[src/rtl/time_set_ctrl_if.sv]
// Key inputs and time-counter/display outputs of the time-setting controller.
interface time_set_ctrl_if;
    logic       mode_key;
    logic       inc_key;
    logic       hour_en;
    logic       min_en;
    logic [1:0] mode;
    logic       set_active;
    logic       blink_hour;
    logic       blink_min;

    modport master (
        output mode_key, inc_key,
        input  hour_en, min_en, mode, set_active, blink_hour, blink_min
    );

    modport slave (
        input  mode_key, inc_key,
        output hour_en, min_en, mode, set_active, blink_hour, blink_min
    );
endinterface

[src/rtl/time_set_ctrl.sv]
// Time-setting mode controller: RUN / SET_HOUR / SET_MIN sequencing,
// increment pulses with auto-repeat, inactivity timeout and blink flags.
module time_set_ctrl #(
    parameter int unsigned TIMEOUT    = 30,
    parameter int unsigned REPEAT_DLY = 3,
    parameter int unsigned REPEAT_PER = 2
) (
    input  logic           clk_1hz,
    input  logic           rst_n,
    time_set_ctrl_if.slave bus
);
    localparam int unsigned CW = 8;
    localparam logic [CW-1:0] C_TIMEOUT = CW'(TIMEOUT);
    localparam logic [CW-1:0] C_DLY     = CW'(REPEAT_DLY);
    localparam logic [CW-1:0] C_PER     = CW'(REPEAT_PER);

    typedef enum logic [1:0] {
        ST_RUN      = 2'b00,
        ST_SET_HOUR = 2'b01,
        ST_SET_MIN  = 2'b10
    } state_t;

    state_t        r_state;
    state_t        w_state_nxt;
    logic          r_mode_prev;
    logic          r_inc_prev;
    logic [CW-1:0] r_idle;
    logic [CW-1:0] r_hold;
    logic [CW-1:0] r_rep;
    logic [CW-1:0] w_idle_nxt;
    logic [CW-1:0] w_hold_nxt;
    logic [CW-1:0] w_rep_nxt;
    logic          r_phase;
    logic          w_phase_nxt;
    logic          r_hour_en;
    logic          r_min_en;
    logic          r_set_active;
    logic          r_blink_hour;
    logic          r_blink_min;
    logic          w_pulse;
    logic          w_hour_en_nxt;
    logic          w_min_en_nxt;
    logic          w_mode_rise;
    logic          w_inc_rise;
    logic          w_any_key;

    assign w_mode_rise = bus.mode_key & ~r_mode_prev;
    assign w_inc_rise  = bus.inc_key & ~r_inc_prev;
    assign w_any_key   = bus.mode_key | bus.inc_key;

    // Next state, counters, increment pulse and blink flags.
    always_comb begin
        w_state_nxt   = r_state;
        w_idle_nxt    = '0;
        w_hold_nxt    = '0;
        w_rep_nxt     = '0;
        w_pulse       = 1'b0;
        w_phase_nxt   = 1'b0;
        w_hour_en_nxt = 1'b0;
        w_min_en_nxt  = 1'b0;

        case (r_state)
            ST_RUN: begin
                if (w_mode_rise) begin
                    w_state_nxt = ST_SET_HOUR;
                end
            end
            ST_SET_HOUR, ST_SET_MIN: begin
                if (w_mode_rise) begin
                    // Mode change wins over any increment; repeat state dropped.
                    w_state_nxt = (r_state == ST_SET_HOUR) ? ST_SET_MIN : ST_RUN;
                end else if (!w_any_key) begin
                    if (r_idle == C_TIMEOUT) begin
                        w_state_nxt = ST_RUN;
                    end else begin
                        w_idle_nxt = r_idle + CW'(1);
                    end
                end else if (w_inc_rise) begin
                    w_pulse = 1'b1;
                end else if (bus.inc_key) begin
                    if (r_hold != C_DLY) begin
                        w_hold_nxt = r_hold + CW'(1);
                        w_pulse    = (w_hold_nxt == C_DLY);
                    end else begin
                        w_hold_nxt = r_hold;
                        w_rep_nxt  = r_rep + CW'(1);
                        if (w_rep_nxt == C_PER) begin
                            w_pulse   = 1'b1;
                            w_rep_nxt = '0;
                        end
                    end
                end
            end
            default: begin
                w_state_nxt = ST_RUN;
            end
        endcase

        if ((w_state_nxt != ST_RUN) && (w_state_nxt == r_state)) begin
            w_phase_nxt = ~r_phase;
        end
        w_hour_en_nxt = w_pulse & (r_state == ST_SET_HOUR);
        w_min_en_nxt  = w_pulse & (r_state == ST_SET_MIN);
    end

    // State, counters, key history and registered outputs.
    always_ff @(posedge clk_1hz or negedge rst_n) begin
        if (!rst_n) begin
            r_state      <= ST_RUN;
            r_mode_prev  <= 1'b1;
            r_inc_prev   <= 1'b1;
            r_idle       <= '0;
            r_hold       <= '0;
            r_rep        <= '0;
            r_phase      <= 1'b0;
            r_hour_en    <= 1'b0;
            r_min_en     <= 1'b0;
            r_set_active <= 1'b0;
            r_blink_hour <= 1'b0;
            r_blink_min  <= 1'b0;
        end else begin
            r_state      <= w_state_nxt;
            r_mode_prev  <= bus.mode_key;
            r_inc_prev   <= bus.inc_key;
            r_idle       <= w_idle_nxt;
            r_hold       <= w_hold_nxt;
            r_rep        <= w_rep_nxt;
            r_phase      <= w_phase_nxt;
            r_hour_en    <= w_hour_en_nxt;
            r_min_en     <= w_min_en_nxt;
            r_set_active <= (w_state_nxt != ST_RUN);
            r_blink_hour <= (w_state_nxt == ST_SET_HOUR) & w_phase_nxt & ~w_hour_en_nxt;
            r_blink_min  <= (w_state_nxt == ST_SET_MIN) & w_phase_nxt & ~w_min_en_nxt;
        end
    end

    assign bus.mode       = r_state;
    assign bus.hour_en    = r_hour_en;
    assign bus.min_en     = r_min_en;
    assign bus.set_active = r_set_active;
    assign bus.blink_hour = r_blink_hour;
    assign bus.blink_min  = r_blink_min;
endmodule

[src/flat_wrapper.sv]
// flat-port wrapper written by rule: the top's interface ports become plain ports
module time_set_ctrl_flat 
#(
    parameter int unsigned TIMEOUT    = 30,
    parameter int unsigned REPEAT_DLY = 3,
    parameter int unsigned REPEAT_PER = 2
)
  (clk_1hz, rst_n, bus_mode_key, bus_inc_key, bus_hour_en, bus_min_en, bus_mode, bus_set_active, bus_blink_hour, bus_blink_min);
  time_set_ctrl_if bus_i ();
  input  logic clk_1hz;
  input  logic rst_n;
  input wire logic [$bits(bus_i.mode_key)-1:0] bus_mode_key;
  input wire logic [$bits(bus_i.inc_key)-1:0] bus_inc_key;
  output wire logic [$bits(bus_i.hour_en)-1:0] bus_hour_en;
  output wire logic [$bits(bus_i.min_en)-1:0] bus_min_en;
  output wire logic [$bits(bus_i.mode)-1:0] bus_mode;
  output wire logic [$bits(bus_i.set_active)-1:0] bus_set_active;
  output wire logic [$bits(bus_i.blink_hour)-1:0] bus_blink_hour;
  output wire logic [$bits(bus_i.blink_min)-1:0] bus_blink_min;
  assign bus_i.mode_key = bus_mode_key;
  assign bus_i.inc_key = bus_inc_key;
  assign bus_hour_en = bus_i.hour_en;
  assign bus_min_en = bus_i.min_en;
  assign bus_mode = bus_i.mode;
  assign bus_set_active = bus_i.set_active;
  assign bus_blink_hour = bus_i.blink_hour;
  assign bus_blink_min = bus_i.blink_min;
  time_set_ctrl #(.TIMEOUT(TIMEOUT), .REPEAT_DLY(REPEAT_DLY), .REPEAT_PER(REPEAT_PER)) u_core (.clk_1hz(clk_1hz), .rst_n(rst_n), .bus(bus_i));
endmodule
[config.mk]
export PLATFORM = sky130hd
export DESIGN_NAME = time_set_ctrl_flat
export DESIGN_NICKNAME = d
export VERILOG_FILES = /design/src/rtl/time_set_ctrl_if.sv /design/src/rtl/time_set_ctrl.sv /design/src/flat_wrapper.sv
export SDC_FILE = /design/constraint.sdc
export NUM_CORES = 1
export LEC_CHECK = 0
export ABC_AREA = 1
export CORE_MARGIN = 3
export CORE_UTILIZATION = 26
export DETAILED_ROUTE_END_ITERATION = 12
export DONT_BUFFER_PORTS = 1
export GPL_TIMING_DRIVEN = 0
export PLACE_DENSITY = 0.46
export SLEW_MARGIN = 5
export SYNTH_ARGS = -nofsm -noshare
export SYNTH_HDL_FRONTEND = slang
export SYNTH_SLANG_ARGS = --single-unit
[constraint.sdc]
create_clock -name clk_1hz -period 2.1 [get_ports clk_1hz]
set_input_delay 0.42 -clock clk_1hz [delete_from_list [all_inputs] [get_ports clk_1hz]]
set_output_delay 0.42 -clock clk_1hz [all_outputs]
set_load 0.03 [all_outputs]
* Word level (Yosys, flattened, before mapping)
Index checks and enable logic that the tools add are counted.
Operators by class: add/subtract/negate cells 3, multiply operators 0, div/mod/pow operators 0, order comparisons 0, equal/unequal tests 10, shift-type cells 0, multiplexer cells 31, bitwise operators 14, reduce and logical (&&, ||, !) cells 4
Operators with widths (count):
- two-way mux 8 bit | 17
- adder 8 x 1 -> 8 bit, second input constant | 3
- equality test 8 x 2 -> 1 bit, second input constant | 2
- two-way mux 2 bit | 5
- AND 1 bit | 8
- equality test 8 x 5 -> 1 bit, second input constant | 1
- two-way mux 1 bit | 8
- != test 8 x 2 -> 1 bit, second input constant | 1
- != test 6 x 4 -> 1 bit, second input constant | 1
- NOT 1 bit | 5
- equality test 2 x 1 -> 1 bit, second input constant | 2
- equality test 2 bit, second input constant | 2
- case mux 2 bit (2 select lines) | 1
- equality test 2 bit | 1
- zero test 2 bit | 1
- nonzero test 2 bit | 1
- OR reduction 2 bit | 1
- logical AND 1 bit | 1
- OR 1 bit | 1
Word-level totals: register bits after elaboration 34, bits in latches 0, bits in writable memories 0, memory bits (read-only) 0, input bits 4, memories 0

* Depth between registers and ports, before layout
Gate-level depths: netlist of the first run.
depth in word-level cells 12, mapped depth 15

* Worst setup path before layout of the first run
OpenSTA, ideal clock, no wires.
kind flip-flop to flip-flop, from register u_core.r_state[0] (netlist: u_core.bus.mode[0]), to register u_core.r_hold[0], arrival 1.785 ns, required time 1.975 ns, setup slack 0.190 ns, cell stages (with the launch flop) 10, period minus slack after synthesis 1.910 ns, cells stage by stage dfrtp_1 -> inv_1 -> ha_1 -> inv_1 -> nor2_1 -> nand2_1 -> nor2_1 -> nand2_2 -> nand2_2 -> o21ai_1
On the way: longest elaborated chain between the ends 3, elaborated cells between the ends (all ways) 5, classes of those cells eq/ne: 3; mux: 1; reduce/logical: 1
RTL lines:
- start: declaration | line time_set_ctrl.sv:23 | state_t r_state;
- start signal: assignment | line time_set_ctrl.sv:122 | r_state <= w_state_nxt;
- equality test 2 bit or equality test 2 x 1 -> 1 bit (tied branches) | line time_set_ctrl.sv:62 | case (r_state)
- OR reduction 2 bit * | line time_set_ctrl.sv:62
- != test 6 x 4 -> 1 bit (no source line) or two-way mux 8 bit (tied branches)
- end signal: assignment | line time_set_ctrl.sv:126 | r_hold <= w_hold_nxt;
- end: declaration | line time_set_ctrl.sv:28 | logic [CW-1:0] r_hold;
Every way passes the cells marked *; elsewhere a longest branch is shown, timed or not. A chain may end at the register's enable or synchronous reset.

* Worst setup path after layout of the first run
from register u_core.r_state[0] (netlist: u_core.bus.mode[0]), to register u_core.r_phase
On the way: longest elaborated chain between the ends 7, elaborated cells between the ends (all ways) 14, classes of those cells eq/ne: 3; mux: 7; reduce/logical: 4
RTL lines:
- two-way mux 2 bit | line time_set_ctrl.sv:73 | if (r_idle == C_TIMEOUT) begin
- two-way mux 2 bit | line time_set_ctrl.sv:72 | end else if (!w_any_key) begin
- two-way mux 2 bit | line time_set_ctrl.sv:69 | if (w_mode_rise) begin
- case mux 2 bit (2 select lines) * | line time_set_ctrl.sv:62
- via u_core.w_state_nxt[0] | line time_set_ctrl.sv:24 | state_t w_state_nxt;
- equality test 2 bit or nonzero test 2 bit (tied branches) | line time_set_ctrl.sv:99 | if ((w_state_nxt != ST_RUN) && (w_state_nxt == r_state)) begin
- logical AND 1 bit * | line time_set_ctrl.sv:99
- two-way mux 1 bit * | line time_set_ctrl.sv:99
- via u_core.w_phase_nxt | line time_set_ctrl.sv:34 | logic w_phase_nxt;
- end signal: assignment | line time_set_ctrl.sv:128 | r_phase <= w_phase_nxt;
- end: declaration | line time_set_ctrl.sv:33 | logic r_phase;
The timed path passes the listed nets; every way through them passes the cells marked *.

==> out/summary.txt, run 1 <==
Initial Util -> 27.03%
DR iter-0 viols -> 85
Pre-antenna DRT Iters -> 4
switching power -> 654.4 uW
GP Congestion -> 0.7932
vias in the first global route -> 1335
die height -> 90.28 um
Synthesized Nets -> 252
outcome -> finished, final reports clean
post-synthesis cell type count -> 26
Routed WL -> 3316 um
number of synthesis warnings -> 0
total global routing track utilization -> 8.750%
die area -> 0.008150 mm^2
largest net degree at the start of global routing -> 35
final setup vio count -> 0
logic gate share of total power -> 23.9%
ys flop type -> dfrtp_1
Die Wd -> 90.28 um
initial antenna violation count -> 0
Tmin final -> 1858 ps
RSZ-0062 raised after global routing -> false
most common cell after layout, fill and taps aside -> nand2_1
Mapped Area -> 0.001847 mm^2
CTS Buf Count -> 5
largest driver fanout on the critical path -> 6
Seq/Total Area, Yosys -> 46.21%
Synth async-reset ratio -> 100.0%
Hold Crit Class -> in2reg
Int Power -> 1.133 mW
final core utilization -> 30.90%
sequential power share -> 48.5%
Area Overhead vs Synth -> 14.30%
row count -> 30
diode count -> 0
crit start category -> flop
family with the most delay on the worst path -> simple AND/OR/NAND/NOR gates
first-pass GRT wire length -> 5920 um
WS Path Type -> reg2reg
layout cells sized above 1 -> 13.31%
mean area per synthesized cell -> 7.760 um^2
Power Density -> 846.6 mW/mm^2
antenna-violating nets left -> 0
crit end category -> flop
CTS sink count -> 34
Worst Path Arrival -> 2030 ps
number of flops mapped to enable cells by yosys -> 0
placed cell count -> 334
# DRC -> 0
Clock transition at path regs -> 70 ps
clk root buf -> clkbuf_8
endpoints failing hold -> 0
maximum vdd ir drop -> 590.5 uV
grt total ovfl -> 0
#FFs+latches synth -> 34
Tightest Pin Transition -> 433.4 ps
Clock Latency Late Sink -> 280 ps
Final period util -> 88.49%
# IOs -> 11
Pleak -> 1.052 nW
TritonCTS clock tree -> built
Avg WL per Cell -> 9.640 um
CP required -> 2270 ps
Mapped Cells -> 238
Sw Ratio -> 36.62%
DR vias -> 1410
max incr delay on CP -> 520 ps
Top cell by count, worst path -> nand2_1
clock power share -> 27.6%
Max Root-Sink Buffers -> 2
Critical-path top delay cell -> dfrtp_2
achievable frequency -> 538.1 MHz
most frequent cells in the layout -> nand2_1, inv_1, nor2_1, dfrtp_1, nand3_1
Final HPWL DP -> 2395 um
slew margin rel. -> 70.84%
PortBufs -> 0
vias per inst -> 4.099
number of max-cap violations -> 0
crit path cell chain -> inv_2 -> ha_1 -> inv_1 -> nor2_1 -> nand2_1 -> nand2_1 -> nand2_1 -> nor2_2 -> inv_2 -> nand2_1 -> nand2_1 -> nand2_1 -> inv_1
Non-Filler Instances -> 344
core area -> 0.006832 mm^2
CP Buf/Inv Count -> 4
CTS H-tree depth -> 2
Clock Skews -> 1.656 ps
Final Max Tran Viols -> 0
nets@finish -> 261
## routing by layer
metal  vias to the layer above  share of wire [%]  GRT usage (%)  wire length, um
met2                        13                 47          14.44             1557
met5                         -                  0              0                0
met4                         0                1.2          3.061               40
met3                         5                3.2          2.667              106
met1                       636                 49          10.84             1611
li1                        756                  -              -                -
## sequential cells by signal, summed over array words and instances (netlist names)
name,flops
u_core.bus.blink_hour,1
u_core.r_rep,8
u_core.r_phase,1
u_core.bus.blink_min,1
u_core.r_idle,8
u_core.bus.min_en,1
u_core.r_mode_prev,1
u_core.bus.set_active,1
u_core.r_hold,8
u_core.bus.mode,2
u_core.bus.hour_en,1
u_core.r_inc_prev,1
## cells in the mapped netlist, types with 4 or more instances
cell type,number,area [um^2]
ha_1,10,125.1
inv_1,37,138.9
nor2_2,4,25.02
inv_2,6,22.52
nor3_1,5,25.02
nand3_1,17,85.08
dfrtp_1,32,800.8
nand2_1,55,206.5
o21ai_1,6,30.03
a21oi_1,10,50.05
nor2_1,32,120.1
nand2_2,5,31.28
## cells by family (layout without fill, tap and decap cells)
group / count (synthesis) / in the layout / synth area share, %
fa+ha+maj: 10 / 10 / 6.775
flops: 34 / 34 / 46.21
simple gates: 129 / 129 / 31.64
buf+inv: 44 / 54 / 8.943
xor+xnor: 3 / 3 / 1.423
compound gates: 18 / 18 / 5.014
## worst reg2reg max path, delay by kind of cell (launching register included)
family	cells	cell delay, ps
adders and majority gates	1	320
buffers and inverters	4	240
DFF	1	520
and+or+nand+nor	8	680
## through the flow
step	hold WS, ps	setup TNS, ps	power [mW]	setup WS, ps	cell area [um^2]
after floorplan	124.4	0	1.183	189.9	1847
after global placement	125.5	-1088	1.271	-146.1	1967
after detailed placement	125.3	-878.4	1.268	-132.9	1967
after CTS	117.3	0	1.805	3.084	2091
after global routing	108.0	0	1.927	3.894	2111
final	133.0	0	1.787	241.6	2111
## path summary, 6_finish.rpt
check                      slack, ps  cells past startpoint          startpoint                  to
max                              240                     13  u_core.bus.mode[0]      u_core.r_phase
min                              130                      0        bus_mode_key  u_core.r_mode_prev
max reg2reg                      240                     13  u_core.bus.mode[0]      u_core.r_phase
min reg2reg                      510                      1    u_core.r_idle[0]    u_core.r_idle[0]
max in group asynchronous       1270                      2               rst_n   u_core.r_inc_prev
min in group asynchronous        570                      2               rst_n  u_core.bus.mode[0]
## timing repair
action                     4_1_cts  5_1_grt
gates resized for setup          2        6
cloned                           0        0
buffers inserted                 0        0
setup endpoints to repair       16       17
pin swaps                        0        0
hold endpoints to repair        34        0
hold buffers                     2        0
## final cells by class
type	count	area (um^2)
tap	96	120.1
sequential	34	855.8
fill	745	4721
multi-input combinational	160	848.3
timing repair buffer	2	30.03
clock buffer	7	86.33
clock inverter	1	5.005
inverter	44	165.2
## power by group through the flow
| stage | Sequential (mW) | Clock (mW) | Combinational [mW] |
|---|---|---|---|
| after detailed placement | 0.874 | 0 | 0.393 |
| after global placement | 0.873 | 0 | 0.399 |
| final | 0.866 | 0.493 | 0.428 |
| after global routing | 0.874 | 0.550 | 0.503 |
| after floorplan | 0.857 | 0 | 0.326 |
| after CTS | 0.866 | 0.522 | 0.417 |
Power figures use the tool's default switching activity.
==> run 2, diff against run 1 <==
- SLEW_MARGIN: 5 -> default
- clock period: 2.1 -> 2.2 ns (I/O delays scaled with it)
==> run 2 against run 1 <==
Combinational power is 7.0% lower. Die area stayed put. Worst hold slack better by 20 ps. Non-clock buffer count stayed put. Global-route usage stayed put. Sequential share of layout area is 0.14 points higher. Sequential power is 4.7% lower. Clock-buffer cell count stayed put. Maximum frequency is 6.0% lower. Critical endpoint is now u_core.r_hold[0]. Highest routed layer unchanged.
==> out/summary.txt, run 2 (synthesis results as in run 1) <==
Initial Util -> 27.03% (unchanged)
clk root buf -> clkbuf_8
vias per inst -> 4.119 (+0.50%)
CP required -> 2360 ps (+90 ps)
Pleak -> 1.052 nW (about the same)
Clock Latency Late Sink -> 280 ps (about the same)
Clock Skews -> 1.513 ps (-0.1427 ps)
# DRC -> 0 (unchanged)
Worst Path Arrival -> 2140 ps (+110 ps)
total global routing track utilization -> 8.750% (unchanged)
crit end category -> flop
Avg WL per Cell -> 9.637 um (about the same)
initial antenna violation count -> 0 (unchanged)
number of max-cap violations -> 0 (unchanged)
CP Buf/Inv Count -> 2 (-2)
vias in the first global route -> 1335 (unchanged)
largest driver fanout on the critical path -> 10 (+4)
PortBufs -> 0 (unchanged)
die height -> 90.28 um (unchanged)
layout cells sized above 1 -> 12.50% (-0.81 points)
Final Max Tran Viols -> 0 (unchanged)
row count -> 30 (unchanged)
Pre-antenna DRT Iters -> 4 (unchanged)
crit path cell chain -> inv_1 -> ha_1 -> inv_1 -> nor2_1 -> nand2_1 -> nor2_2 -> nand2_4 -> nand2_4 -> o21ai_1
nets@finish -> 261 (unchanged)
CTS Buf Count -> 5 (unchanged)
Power Density -> 805.2 mW/mm^2 (-4.9%)
DR iter-0 viols -> 63 (-26%)
grt total ovfl -> 0 (unchanged)
Routed WL -> 3315 um (about the same)
Min Hold Slack -> 153.2 ps (+20.25 ps)
Clock transition at path regs -> 70 ps (about the same)
Final period util -> 89.83% (+1.3 points)
die area -> 0.008150 mm^2 (unchanged)
Tightest Pin Transition -> 432.2 ps (-1.286 ps)
DR vias -> 1417 (+0.50%)
Tmin final -> 1976 ps (+117.8 ps)
core area -> 0.006832 mm^2 (unchanged)
largest net degree at the start of global routing -> 35 (unchanged)
Final HPWL DP -> 2395 um (unchanged)
most common cell after layout, fill and taps aside -> nand2_1
final setup vio count -> 0 (unchanged)
outcome -> finished, final reports clean
family with the most delay on the worst path -> simple AND/OR/NAND/NOR gates
achievable frequency -> 506.0 MHz (-6.0%)
CTS sink count -> 34 (unchanged)
Hold Crit Class -> in2reg
Max Root-Sink Buffers -> 2 (unchanged)
Die Wd -> 90.28 um (unchanged)
design area -> 0.002103 mm^2 (-0.36%)
most frequent cells in the layout -> nand2_1, inv_1, nor2_1
first-pass GRT wire length -> 5920 um (unchanged)
Largest regs -> u_core.r_hold: 8 flops, u_core.r_idle: 8 flops, u_core.r_rep: 8 flops
maximum vdd ir drop -> 547.1 uV (-7.3%)
GP Congestion -> 0.7932 (unchanged)
placed cell areas -> 0.001967 mm^2 (unchanged)
Critical-path top delay cell -> dfrtp_2
slew margin rel. -> 70.92% (+0.087 points)
diode count -> 0 (unchanged)
WS Path Type -> reg2reg
endpoints failing hold -> 0 (unchanged)
# IOs -> 11 (unchanged)
CTS H-tree depth -> 2 (unchanged)
RSZ-0062 raised after global routing -> false
TritonCTS clock tree -> built
max incr delay on CP -> 510 ps (about the same)
antenna-violating nets left -> 0 (unchanged)
Area Overhead vs Synth -> 13.89%
crit start category -> flop
[run 2: repair_timing]
action | in CTS | in global routing
setup endpoints to repair | 7 | 14
buffers inserted | 0 | 0
hold buffers | 2 | 0
cloned | 0 | 0
endpoints found under the hold margin | 34 | 0
gates resized for setup | 1 | 4
[run 2: layout make-up]
class	count	area, um^2
Clock inverter	1	5.005
Multi-Input combinational cell	160	840.8
Timing Repair Buffer	2	30.03
Tap cell	96	120.1
Inverter	44	165.2
Fill cell	748	4728
Clock buffer	7	86.33
Sequential cell	34	855.8
[run 2: final timing paths]
kind	startpoint	depth (start not counted)	endpoint	slack, ps
setup / recovery	u_core.bus.mode[0]	9	u_core.r_hold[0]	220
hold / removal	bus_mode_key	0	u_core.r_mode_prev	150
setup reg to reg	u_core.bus.mode[0]	9	u_core.r_hold[0]	220
hold reg to reg	u_core.r_idle[0]	1	u_core.r_idle[0]	510
max in group asynchronous	rst_n	2	u_core.r_inc_prev	1350
min in group asynchronous	rst_n	2	u_core.bus.mode[0]	590
[run 2: power by group]
group          leakage, nW  internal, mW  switching (mW)  total [mW]
clock network       0.0482         0.252           0.218       0.471
registers            0.460         0.689           0.136       0.825
logic                0.544         0.135           0.262       0.398
[run 2: metrics by stage]
step	total power, mW	cells	setup slack, ps	TNS [ps]	util (%)
floorplan	1.129	238	289.9	0	-
global placement	1.214	334	-46.12	-220.6	28.79
detailed placement	1.210	334	-32.86	-133.6	28.79
CTS	1.721	344	32.76	0	30.59
global route	1.826	344	9.806	0	30.79
finish	1.694	344	223.8	0	30.79
[run 2: routing by layer]
layer | routed length [um] | track usage [%]
met5 | 0 | 0
met4 | 40 | 3.061
met3 | 109 | 2.667
met2 | 1544 | 14.44
met1 | 1621 | 10.84
==> run 3, diff against run 2 <==
- CTS_CLUSTER_SIZE: default -> 40
- SLEW_MARGIN: default -> 20
==> results of run 3 <==
No change in the layout: final DEF, timing and power equal those of run 2.
